<file path="config.mk">
export PLATFORM = sky130hd
export DESIGN_NAME = fe_fifo_reader
export DESIGN_NICKNAME = d
export VERILOG_FILES = /design/src/rtl/fe_fifo_reader_pkg.sv /design/src/rtl/fe_fifo_reader_pkt_encoder.sv /design/src/rtl/fe_fifo_reader.sv
export SDC_FILE = /design/constraint.sdc
export NUM_CORES = 1
export LEC_CHECK = 0
export CAP_MARGIN = 20
export CELL_PAD_IN_SITES_DETAIL_PLACEMENT = 0
export CELL_PAD_IN_SITES_GLOBAL_PLACEMENT = 1
export CORE_AREA = 2 2 89 91
export CTS_CLUSTER_SIZE = 10
export DETAILED_ROUTE_END_ITERATION = 10
export DIE_AREA = 0 0 91 93
export MAX_ROUTING_LAYER = met4
export PLACE_DENSITY_LB_ADDON = 0.1
export REMOVE_ABC_BUFFERS = 1
export SYNTH_ARGS = -nofsm -noshare
export SYNTH_HDL_FRONTEND = slang
export SYNTH_HIERARCHICAL = 1
export SYNTH_SLANG_ARGS = --single-unit
</file>
<file path="constraint.sdc">
create_clock -name cwusb_clk -period 7 [get_ports cwusb_clk]
set_input_delay 1.4 -clock cwusb_clk [delete_from_list [all_inputs] [get_ports cwusb_clk]]
set_output_delay 1.4 -clock cwusb_clk [all_outputs]
set_load 0.1 [all_outputs]
</file>
<file path="src/rtl/fe_fifo_reader_pkg.sv">
// Shared front-end FIFO definitions: entry command codes, packet lengths and
// the last-byte index lookup used by the packet encoder.
package fe_fifo_reader_pkg;

  localparam logic [1:0] FE_FIFO_CMD_DATA = 2'd0;
  localparam logic [1:0] FE_FIFO_CMD_STAT = 2'd1;
  localparam logic [1:0] FE_FIFO_CMD_TIME = 2'd2;
  localparam logic [1:0] FE_FIFO_CMD_RSVD = 2'd3;

  localparam logic [1:0] FE_PKT_LEN_DATA = 2'd2;
  localparam logic [1:0] FE_PKT_LEN_STAT = 2'd1;
  localparam logic [1:0] FE_PKT_LEN_TIME = 2'd3;

  function automatic logic [1:0] fe_pkt_last_idx(input logic [1:0] cmd);
    case (cmd)
      FE_FIFO_CMD_DATA: return FE_PKT_LEN_DATA - 2'd1;
      FE_FIFO_CMD_STAT: return FE_PKT_LEN_STAT - 2'd1;
      FE_FIFO_CMD_TIME: return FE_PKT_LEN_TIME - 2'd1;
      default:          return 2'd0;
    endcase
  endfunction

endpackage

</file>
<file path="src/rtl/fe_fifo_reader_pkt_encoder.sv">
// Combinational packet encoder: selects the stream byte for one held FIFO entry
// at a given byte index and flags the last byte and any format error.
module fe_pkt_encoder
  import fe_fifo_reader_pkg::*;
#(
  parameter int TW = 16,
  parameter int SW = 3
) (
  input  logic [1:0]    i_cmd,
  input  logic [TW-1:0] i_time,
  input  logic [7:0]    i_data,
  input  logic [1:0]    i_byte_idx,
  output logic [7:0]    o_byte,
  output logic          o_is_last,
  output logic          o_fmt_err
);

  logic          w_clip;
  logic [SW-1:0] w_short;

  // A DATA timestamp that does not fit the short field saturates to all-ones.
  assign w_clip  = |i_time[TW-1:SW];
  assign w_short = w_clip ? {SW{1'b1}} : i_time[SW-1:0];

  always_comb begin
    o_byte    = 8'h00;
    o_fmt_err = 1'b0;
    o_is_last = (i_byte_idx == fe_pkt_last_idx(i_cmd));
    case (i_cmd)
      FE_FIFO_CMD_DATA: begin
        o_fmt_err = w_clip;
        o_byte    = (i_byte_idx == 2'd0) ? {i_cmd, w_short, {(6-SW){1'b0}}} : i_data;
      end
      FE_FIFO_CMD_STAT: begin
        o_byte = {i_cmd, i_data[5:0]};
      end
      FE_FIFO_CMD_TIME: begin
        case (i_byte_idx)
          2'd0:    o_byte = {i_cmd, 6'b0};
          2'd1:    o_byte = i_time[7:0];
          default: o_byte = i_time[15:8];
        endcase
      end
      default: begin
        o_fmt_err = 1'b1;
        o_byte    = {FE_FIFO_CMD_RSVD, 6'b0};
      end
    endcase
  end

endmodule

</file>
<file path="src/rtl/fe_fifo_reader.sv">
// Drains the front-end capture FIFO and streams each entry as a 1-3 byte packet.
// First byte valid 2 cycles after O_fifo_rd; the byte is held while I_byte_ready is low.
module fe_fifo_reader
  import fe_fifo_reader_pkg::*;
#(
  parameter int pTIMESTAMP_FULL_WIDTH  = 16,
  parameter int pTIMESTAMP_SHORT_WIDTH = 3,
  parameter int pCOUNT_WIDTH           = 24
) (
  input  logic                             cwusb_clk,
  input  logic                             reset_n,
  input  logic                             I_enable,
  input  logic                             I_flush,
  input  logic                             I_fifo_empty,
  input  logic [1:0]                       I_fifo_cmd,
  input  logic [pTIMESTAMP_FULL_WIDTH-1:0] I_fifo_time,
  input  logic [7:0]                       I_fifo_data,
  output logic                             O_fifo_rd,
  output logic [7:0]                       O_byte,
  output logic                             O_byte_valid,
  input  logic                             I_byte_ready,
  output logic                             O_busy,
  output logic [pCOUNT_WIDTH-1:0]          O_entry_count,
  output logic                             O_format_error
);

  localparam logic [1:0] ST_IDLE = 2'd0;
  localparam logic [1:0] ST_WAIT = 2'd1;
  localparam logic [1:0] ST_SEND = 2'd2;

  logic [1:0]                       r_state;
  logic [1:0]                       r_byte_idx;
  logic [1:0]                       r_cmd;
  logic [pTIMESTAMP_FULL_WIDTH-1:0] r_time;
  logic [7:0]                       r_data;
  logic [pCOUNT_WIDTH-1:0]          r_count;
  logic                             r_fmt_err;

  logic       w_pop;
  logic       w_xfer;
  logic       w_last_xfer;
  logic [7:0] w_byte;
  logic       w_is_last;
  logic       w_fmt_err;

  fe_pkt_encoder #(
    .TW (pTIMESTAMP_FULL_WIDTH),
    .SW (pTIMESTAMP_SHORT_WIDTH)
  ) u_enc (
    .i_cmd      (r_cmd),
    .i_time     (r_time),
    .i_data     (r_data),
    .i_byte_idx (r_byte_idx),
    .o_byte     (w_byte),
    .o_is_last  (w_is_last),
    .o_fmt_err  (w_fmt_err)
  );

  assign w_pop       = I_enable & ~I_fifo_empty & ~I_flush;
  assign w_xfer      = (r_state == ST_SEND) & I_byte_ready;
  assign w_last_xfer = w_xfer & w_is_last;

  // Popping on the last transfer lets the next entry land in WAIT with no idle cycle.
  assign O_fifo_rd      = w_pop & ((r_state == ST_IDLE) | w_last_xfer);
  assign O_byte_valid   = (r_state == ST_SEND);
  assign O_byte         = O_byte_valid ? w_byte : 8'h00;
  assign O_busy         = (r_state != ST_IDLE);
  assign O_entry_count  = r_count;
  assign O_format_error = r_fmt_err;

  always_ff @(posedge cwusb_clk or negedge reset_n) begin
    if (!reset_n) begin
      r_state    <= ST_IDLE;
      r_byte_idx <= 2'd0;
      r_cmd      <= 2'd0;
      r_time     <= '0;
      r_data     <= 8'h00;
      r_count    <= '0;
      r_fmt_err  <= 1'b0;
    end else if (I_flush) begin
      r_state    <= ST_IDLE;
      r_byte_idx <= 2'd0;
      r_count    <= '0;
      r_fmt_err  <= 1'b0;
    end else begin
      if (O_fifo_rd && (r_count != {pCOUNT_WIDTH{1'b1}})) begin
        r_count <= r_count + 1'b1;
      end
      if ((r_state == ST_SEND) && w_fmt_err) begin
        r_fmt_err <= 1'b1;
      end
      case (r_state)
        ST_IDLE: begin
          if (w_pop) r_state <= ST_WAIT;
        end
        ST_WAIT: begin
          r_cmd      <= I_fifo_cmd;
          r_time     <= I_fifo_time;
          r_data     <= I_fifo_data;
          r_byte_idx <= 2'd0;
          r_state    <= ST_SEND;
        end
        ST_SEND: begin
          if (w_last_xfer) begin
            r_byte_idx <= 2'd0;
            r_state    <= w_pop ? ST_WAIT : ST_IDLE;
          end else if (w_xfer) begin
            r_byte_idx <= r_byte_idx + 2'd1;
          end
        end
        default: r_state <= ST_IDLE;
      endcase
    end
  end

endmodule

</file>
==> metrics.cfg, run 1 <==
[drt]
drc_errors=0
first_pass_iters=5
num_vias=2499
routedWlPerCell_um=15.9
drtIter0Drc=121
avgViaCountPerCell=5.47
antenna_left=0
totalWireLength_um=7270

[sta]
hold_viol_final=0
layout_min_cycle_time_ns=5.18
min_period_over_period=0.740
max_freq_mhz=193
slew_headroom=0.346
setup_tns_ns=0
rsz0062_at_grt=no
skew_ns=0.00466
final_max_slew_viol_count=0
tightestPinTransition_ns=0.979
setup_violations=0

[synth]
synth_top_area_frac=0.453
synth_edf_count=0
ys_seq_area_frac=0.453
syn-cell-area_um2=3040
ys_seq_elements=55
ys_types=57
synth_flop_cell=dfrtp_1
synth_top_family_by_area=simple AND/OR/NAND/NOR gates
synth.area.top_cells=dfrtp_1 (45%), mux2_2 (10%), a21oi_1 (3.5%)
synth_xor_area_frac=0.0202
synth-simple-area-share=0.210
yosysWarnings=6
synthAdderAreaFrac=0.0247
postSynthAreaPerCell_um2=10.5
async_flop_share=1.00
synth-compound-area-share=0.151
synth_mux_area_frac=0.107
synthCells=290
yosys.area.top_type=dfrtp_1

[setup_path]
r2r_setup_slack_ns=4.26
worstReg2RegEnd=O_entry_count[13]
cpPeakStageDelay_ns=1.14
cp-start-kind=input port
crit_buf_inv=3
slowest_stage=clkdlybuf4s50_1
reg2reg_depth=10
critical-path-top-delay-family=buffers and inverters
cp.required_ns=5.60
reg2reg_from=r_cmd[0]
crit_top_cell=clkdlybuf4s50_1
crit_chain=clkdlybuf4s50_1, buf_4, nor4b_4, and2b_4, clkdlybuf4s50_1
cp-end-kind=output port
cp.arrival_ns=3.78
crit_type=in2out
critPathMaxFanout=34

[min_path]
hp-start=O_format_error
min_path_cells=2
hp-class=reg2reg
worst_hold_path.endpoint=O_format_error

[layout]
final_common_cell=clkdlybuf4s50_1
layout_common_cells=clkdlybuf4s50_1 (66), dfrtp_1 (55), mux2_2 (28), a21oi_1 (21), nor2_1 (20)
final_nets=393
drive_gt1_frac=0.135
antennaDiodeCount=0
fin_util=0.514
synthToLayoutAreaGrowth_pct=27.4

[grt]
grt_pass1_wl_um=12600
overflow=0
grt_max_degree=56
grt_pass1_vias=2628
grt_antenna_before_repair=0
grtUsageTotal=0.186

[place]
gp_congestion=0.774
portBuffers=67
dpl.hpwl_um=5100

[clocking]
post_cts_resized=0
post_cts_buffers=0
clk_latency_ns=0.30
clkTransAtPathRegs_ns=0.10
cts_root_buf=clkbuf_8
htree_levels=2
numCtsBuffers=5
tritoncts=done
clock-sinks=55
clock_path_buffers=2
postCtsHoldBufs=0

[run]
drv_cap=0

[power_and_ir_drop]
irDropWorstVdd_v=0.0000699
p_leak_uw=0.00155
power_density_nw_per_um2=198

[die]
die_x_um=91
die_y_um=93
rows=32
die-area_um2=8460
core-area_um2=7530
initial_utilization=0.404
io_pins=68

[outcome]
status=complete, no violations

-- where the power goes --
| group | internal, uW | switching, uW |
|---|---|---|
| Sequential | 361 | 39.9 |
| Combinational | 91.4 | 94.2 |
| Clock | 78.0 | 101 |
| Total | 531 | 235 |
-- registers in the layout, summed over array words and instances, names as in the netlist --
register and cells:
r_cmd 2, O_entry_count 24, r_byte_idx 2, r_time 16
O_format_error 1, r_state 2, r_data 8
-- logic make-up (layout without fill, tap and decap cells) --
kind of cell               count (synthesis)  after routing
buffers and inverters                     20             85
muxes                                     29             29
adders and majority gates                  6              6
and+or+nand+nor                          107            107
xor gates and xnor gates                   7              7
AOI/OAI and AO/OA                         66             66
DFF                                       55             55
-- area by class of cell --
cell class / instances / area (um^2)
multi-input cells: 215 / 1560
inverters: 7 / 26.3
clock buffers: 6 / 82.6
clock inverters: 1 / 5.00
repair buffers: 71 / 696
well taps: 102 / 128
flip-flops and latches: 55 / 1380
fillers: 726 / 3660
-- worst register-to-register path: stages (launching register included) --
cell and delay (ns):
dfrtp_1 0.46, inv_1 0.11, ha_1 0.33, xnor2_1 0.16, o21a_1 0.18, a21boi_1 0.12, and2b_4 0.32, o31ai_2 0.14
buf_4 0.21, or4_1 0.48, a21oi_1 0.15
-- per-stage QoR --
| stage | cell area, um^2 | hold WS, ns | setup WS (ns) | cells | power, uW |
|---|---|---|---|---|---|
| after floorplan | 2960 | 0.481 | 3.37 | 277 | 526 |
| after global placement | 3780 | 0.495 | 1.84 | 449 | 591 |
| after detailed placement | 3780 | 0.502 | 1.82 | 449 | 595 |
| after CTS | 3860 | 0.519 | 1.81 | 456 | 776 |
| after global routing | 3870 | 0.545 | 1.69 | 457 | 811 |
| final | 3870 | 0.515 | 1.82 | 457 | 766 |
-- how the worst max path moves through the flow --
stage	to	cells after the start	startpoint	slack (ns)
after global placement	O_fifo_rd	5	I_flush	1.84
after CTS	O_fifo_rd	5	I_flush	1.81
final	O_fifo_rd	5	I_flush	1.82
after floorplan	O_byte[0]	2	r_state[0]	3.37
after global routing	O_fifo_rd	5	I_flush	1.69
after detailed placement	O_fifo_rd	5	I_flush	1.82
-- synthesized netlist by cell type, drive strengths merged, types with 7 or more instances --
library cell,count
inv,7
and2,13
o21ai,11
nor2,21
and4,9
dfrtp,55
buf,7
nand2,14
or3,7
a21oi,21
mux2,28
nand3,9
-- metal layers --
layer	vias up	GRT usage	wire [um]
met2	62	0.313	3640
met1	1218	0.234	3260
met5	-	-	0
met3	5	0.0330	319
met4	0	0.0467	48
li1	1214	-	-
Power figures use the tool's default switching activity.
==> run 2: changes to the inputs <==
Settings changed: CORE_AREA 2 2 89 91 to 2 2 92 94, DIE_AREA 0 0 91 93 to 0 0 94 96.
Clock period 7 ns to 5.4 ns, I/O delays scaled along.
==> run 2 against run 1 <==
  * Final cell count is 0.44% higher
  * Non-clock buffer count stayed put
  * Global-route usage is 0.54 points lower
  * Largest cell class unchanged
  * Core utilization shrank 3.5 points
  * Critical path depth grew 3
  * Worst setup slack worse by 0.64 ns
  * Sequential power increased by 31%
  * Critical path type is now reg2out
  * Highest routed layer unchanged
  * Critical endpoint is now O_byte[4]
  * Largest power group unchanged
  * Total power rose by 28%
  * Via count up 0.80%
==> metrics.cfg, run 2 (synthesis results as in run 1) <==
[setup_path]
cpPeakStageDelay_ns=1.13  ; about the same
slowest_stage=clkdlybuf4s50_1
cp-start-kind=flop
critPathMaxFanout=8  ; -76%
critical-path-top-delay-family=buffers and inverters
reg2reg_from=r_cmd[0]
worstReg2RegEnd=O_entry_count[7]
r2r_setup_slack_ns=2.67  ; -1.59 ns
cp-end-kind=output port
setup.worst_path.end=O_byte[4]
reg2reg_depth=10  ; unchanged
crit_chain=inv_1, ha_1, nand2_1, nor2_1, a222oi_1, a21oi_1, and2_1, clkdlybuf4s50_1
cp.required_ns=4.32  ; -1.28 ns
crit_type=reg2out
cp.arrival_ns=3.14  ; -0.64 ns
cp-startpoint=r_cmd[0]
path_depth=8  ; +3
crit_buf_inv=2  ; -1

[sta]
timing.final.ws_setup_ns=1.18  ; -0.640 ns
min_period_over_period=0.782
slew_headroom=0.343  ; -0.00256
final_max_slew_viol_count=0  ; unchanged
max_freq_mhz=237
setup_violations=0  ; unchanged
rsz0062_at_grt=no
layout_min_cycle_time_ns=4.22
tightestPinTransition_ns=0.982  ; +0.00383 ns
setup_tns_ns=0  ; unchanged
hold_viol_final=0  ; unchanged
skew_ns=0.00491  ; +0.000247 ns

[drt]
first_pass_iters=5  ; unchanged
antenna_left=0  ; unchanged
drc_errors=0  ; unchanged
drtIter0Drc=101  ; -17%
num_vias=2519  ; +0.80%
routedWlPerCell_um=16.7  ; +5.0%
totalWireLength_um=7670  ; +5.5%
avgViaCountPerCell=5.49  ; +0.36%

[grt]
grt_pass1_vias=2489  ; -5.3%
grtUsageTotal=0.180  ; -0.00538
grt_max_degree=56  ; unchanged
grt_antenna_before_repair=0  ; unchanged
grt_pass1_wl_um=12400  ; -1.4%
overflow=0  ; unchanged

[clocking]
post_cts_buffers=0  ; unchanged
tritoncts=done
htree_levels=2  ; unchanged
clk_latency_ns=0.30  ; about the same
clkTransAtPathRegs_ns=0.09  ; about the same
post_cts_resized=0  ; unchanged
postCtsHoldBufs=0  ; unchanged
clock-sinks=55  ; unchanged
numCtsBuffers=5  ; unchanged
cts_root_buf=clkbuf_8
clock_path_buffers=2  ; unchanged

[die]
core-area_um2=8050  ; +7.0%
die-area_um2=9020  ; +6.6%
io_pins=68  ; unchanged
initial_utilization=0.377  ; -0.0263
rows=33  ; +3.1%
die_y_um=96  ; +3.2%
die_x_um=94  ; +3.3%

[layout]
drive_gt1_frac=0.133  ; -0.00244
antennaDiodeCount=0  ; unchanged
synthToLayoutAreaGrowth_pct=27.0
fill_cells=770  ; +6.1%
layout_common_cells=clkdlybuf4s50_1 (65), dfrtp_1 (55), mux2_2 (28), a21oi_1 (21), nor2_1 (20)
final_common_cell=clkdlybuf4s50_1
final_nets=393  ; unchanged
final_cell_area_um2=3860  ; -0.26%
largest_reg_flops=24  ; unchanged

[place]
portBuffers=67  ; unchanged
pre_cts_slack_ns=1.53  ; -0.291 ns
place_area_um2=3790  ; +0.33%
dpl.hpwl_um=5490  ; +7.7%
gp_congestion=0.824  ; +6.4%

[power_and_ir_drop]
irDropWorstVdd_v=0.000101  ; +44%
p_leak_uw=0.00154  ; -0.41%
power_density_nw_per_um2=255  ; +29%

[outcome]
status=complete, no violations

[min_path]
min_path_cells=1  ; -1
hp-class=reg2reg

[run]
drv_cap=0  ; unchanged

==> run 2: where the power goes <==
group,switching [uW],leakage (uW),internal (uW)
combinational,127,0.000792,119
sequential,55.0,0.000714,469
clock,127,0.0000371,87.0
==> run 2: layout make-up <==
type                       count  area (um^2)  area share
clock buffer                   6         72.6      0.0188
inverter                       7         26.3     0.00680
timing repair buffer          71          697       0.180
sequential                    55         1380       0.356
tap                          105          131      0.0340
multi-input combinational    215         1560       0.403
==> run 2: worst reg2reg max path, stage by stage (launching register included) <==
cell      delay [ns]
dfrtp_1         0.46
inv_1           0.12
ha_1            0.31
xnor2_1         0.16
o21a_1          0.20
a21boi_1        0.14
and2b_4         0.32
o31ai_2         0.14
buf_6           0.18
or4_1           0.47
a21oi_1         0.16
==> run 2: per-layer routing <==
layer  track usage  share of wire  vias up
li1              -              -     1209
met5             -              0        -
met2         0.306           0.48       84
met3        0.0392          0.055       10
met4        0.0374         0.0091        0
met1         0.224           0.46     1216
==> run 2: through the flow <==
| step | util | power (uW) | std cells | hold slack (ns) |
|---|---|---|---|---|
| after global routing | 0.480 | 1040 | 459 | 0.547 |
| after floorplan | - | 681 | 277 | 0.481 |
| after detailed placement | 0.471 | 778 | 453 | 0.513 |
| final | 0.480 | 983 | 459 | 0.529 |
| after CTS | 0.480 | 997 | 459 | 0.530 |
| after global placement | 0.469 | 775 | 452 | 0.491 |
==> run 2: worst min-delay path by stage <==
stage | to | slack, ns | startpoint
floorplan | r_data[6] | 0.48 | r_data[6]
detailed placement | r_data[7] | 0.51 | r_data[7]
finish | r_data[7] | 0.53 | r_data[7]
global route | r_data[7] | 0.55 | r_data[7]
global placement | O_entry_count[23] | 0.49 | O_entry_count[23]
CTS | O_entry_count[23] | 0.53 | O_entry_count[23]
==> run 3: changes to the inputs <==
Clock period 5.4 ns to 4.2 ns, I/O delays scaled along.
==> run 3 against run 2 <==
  * Via count rose by 0.48%
  * Sequential power rose by 28%
  * Critical path depth fell by 6
  * Routed wire length fell by 1.6%
  * Total power rose by 31%
  * Non-clock buffer count did not move
  * Final cell count rose by 0.44%
  * Register-to-register slack got worse by 1.1 ns
  * Critical path type unchanged
==> metrics.cfg, run 3 (synthesis results as in run 1) <==
[grt]
grt_pass1_wl_um=12600  ; +1.2%
grt_pass1_vias=2409  ; -3.2%
overflow=0  ; unchanged
grt_antenna_before_repair=0  ; unchanged
grtUsageTotal=0.183  ; +0.00252
grt_max_degree=34  ; -39%

[clocking]
post_cts_resized=0  ; unchanged
clock_path_buffers=2  ; unchanged
clkTransAtPathRegs_ns=0.11  ; +0.02 ns
numCtsBuffers=5  ; unchanged
cts_root_buf=clkbuf_8
htree_levels=2  ; unchanged
clock-sinks=55  ; unchanged
postCtsHoldBufs=0  ; unchanged
clk_latency_ns=0.31  ; about the same
tritoncts=done
post_cts_buffers=0  ; unchanged

[setup_path]
cp.arrival_ns=2.44  ; -0.70 ns
reg2reg_depth=10  ; unchanged
worstReg2RegEnd=O_entry_count[11]
cp.required_ns=3.36  ; -0.96 ns
r2r_setup_slack_ns=1.54  ; -1.13 ns
cp-end-kind=output port
critPathMaxFanout=12  ; +4
reg2reg_from=r_cmd[0]
cp-start-kind=flop
crit_type=reg2out

[place]
portBuffers=67  ; unchanged
gp_congestion=0.781  ; -5.2%
dpl.hpwl_um=5370  ; -2.1%

[power_and_ir_drop]
irDropWorstVdd_v=0.000163  ; +62%
p_leak_uw=0.00157  ; +1.6%
power_density_nw_per_um2=332  ; +30%
power_uw=1280  ; +31%

[layout]
drive_gt1_frac=0.163  ; +0.0302
fill_cells=766  ; -0.52%
layout_common_cells=clkdlybuf4s50_1 (57), dfrtp_1 (55), mux2_2 (28), a21oi_1 (21), nor2_1 (20)
antennaDiodeCount=0  ; unchanged
synthToLayoutAreaGrowth_pct=27.4
final_common_cell=clkdlybuf4s50_1
largest_reg_flops=24  ; unchanged
final_nets=393  ; unchanged

[die]
io_pins=68  ; unchanged
rows=33  ; unchanged
die-area_um2=9020  ; unchanged
die_x_um=94  ; unchanged
core-area_um2=8050  ; unchanged
die_y_um=96  ; unchanged
initial_utilization=0.377  ; unchanged

[drt]
drc_errors=0  ; unchanged
first_pass_iters=7  ; +2
avgViaCountPerCell=5.49  ; about the same
num_vias=2531  ; +0.48%
totalWireLength_um=7540  ; -1.6%
drtIter0Drc=94  ; -6.9%
antenna_left=0  ; unchanged
routedWlPerCell_um=16.4  ; -2.0%

[sta]
min_period_over_period=0.782
final_max_slew_viol_count=0  ; unchanged
hold_viol_final=0  ; unchanged
slew_headroom=0.345  ; +0.00215
rsz0062_at_grt=no
max_freq_mhz=304
setup_tns_ns=0  ; unchanged
setup_violations=0  ; unchanged
tightestPinTransition_ns=0.979  ; -0.00321 ns
layout_min_cycle_time_ns=3.28
skew_ns=0.0114  ; +0.00647 ns

[outcome]
status=complete, no violations

[min_path]
hp-class=in2async

[run]
drv_cap=0  ; unchanged

==> run 3: cell types whose count changed in the layout (fill, tap and decap cells not counted), sizes merged <==
cell,previous run,this run
buf,6,14
clkbuf,6,5
clkdlybuf4s50,65,57
clkinv,0,2
clkinvlp,0,1
==> run 3: where the power goes <==
group	internal (uW)	switching, uW
logic	152	159
clock network	120	184
registers	602	67.1
total	874	410
==> run 3: critical path, stage by stage, from the launching register on <==
cell and delay [ns]:
dfrtp_1 0.48, and2b_1 0.46, clkdlybuf4s50_1 1.20
==> run 3: how the worst max path moves through the flow <==
stage | from | to | slack, ns
floorplan | r_state[0] | O_byte[0] | 1.13
global placement | r_state[0] | O_byte_valid | 1.25
detailed placement | r_state[0] | O_byte_valid | 1.23
CTS | r_state[0] | O_byte_valid | 0.88
global route | r_cmd[0] | O_byte[5] | 0.73
finish | r_state[0] | O_byte_valid | 0.92
==> run 3: area by class of cell <==
cell class                 count  area (um^2)  area share
clock buffer                   5         68.8      0.0178
tap                          105          131      0.0339
multi-input combinational    215         1560       0.402
sequential                    55         1380       0.356
inverter                       7         26.3     0.00679
timing repair buffer          71          686       0.177
clock inverter                 3         25.0     0.00646
==> run 3: stage by stage <==
stage	hold slack, ns	cell area, um^2	cells	util	setup WS [ns]
2_1_floorplan	0.481	2960	277	-	1.13
4_1_cts	0.513	3860	460	0.480	0.877
3_5_place_dp	0.499	3770	452	0.468	1.23
3_3_place_gp	0.492	3770	452	0.468	1.25
5_1_grt	0.537	3870	461	0.481	0.726
6_report	0.508	3870	461	0.481	0.915
==> run 3: routing by layer <==
layer	wire length, um	up-vias	part of all wire	global-route usage
met5	0	-	0	-
met3	376	4	0.050	0.0337
met4	64	0	0.0085	0.0471
met2	3650	74	0.48	0.287
li1	-	1214	-	-
met1	3450	1239	0.46	0.247
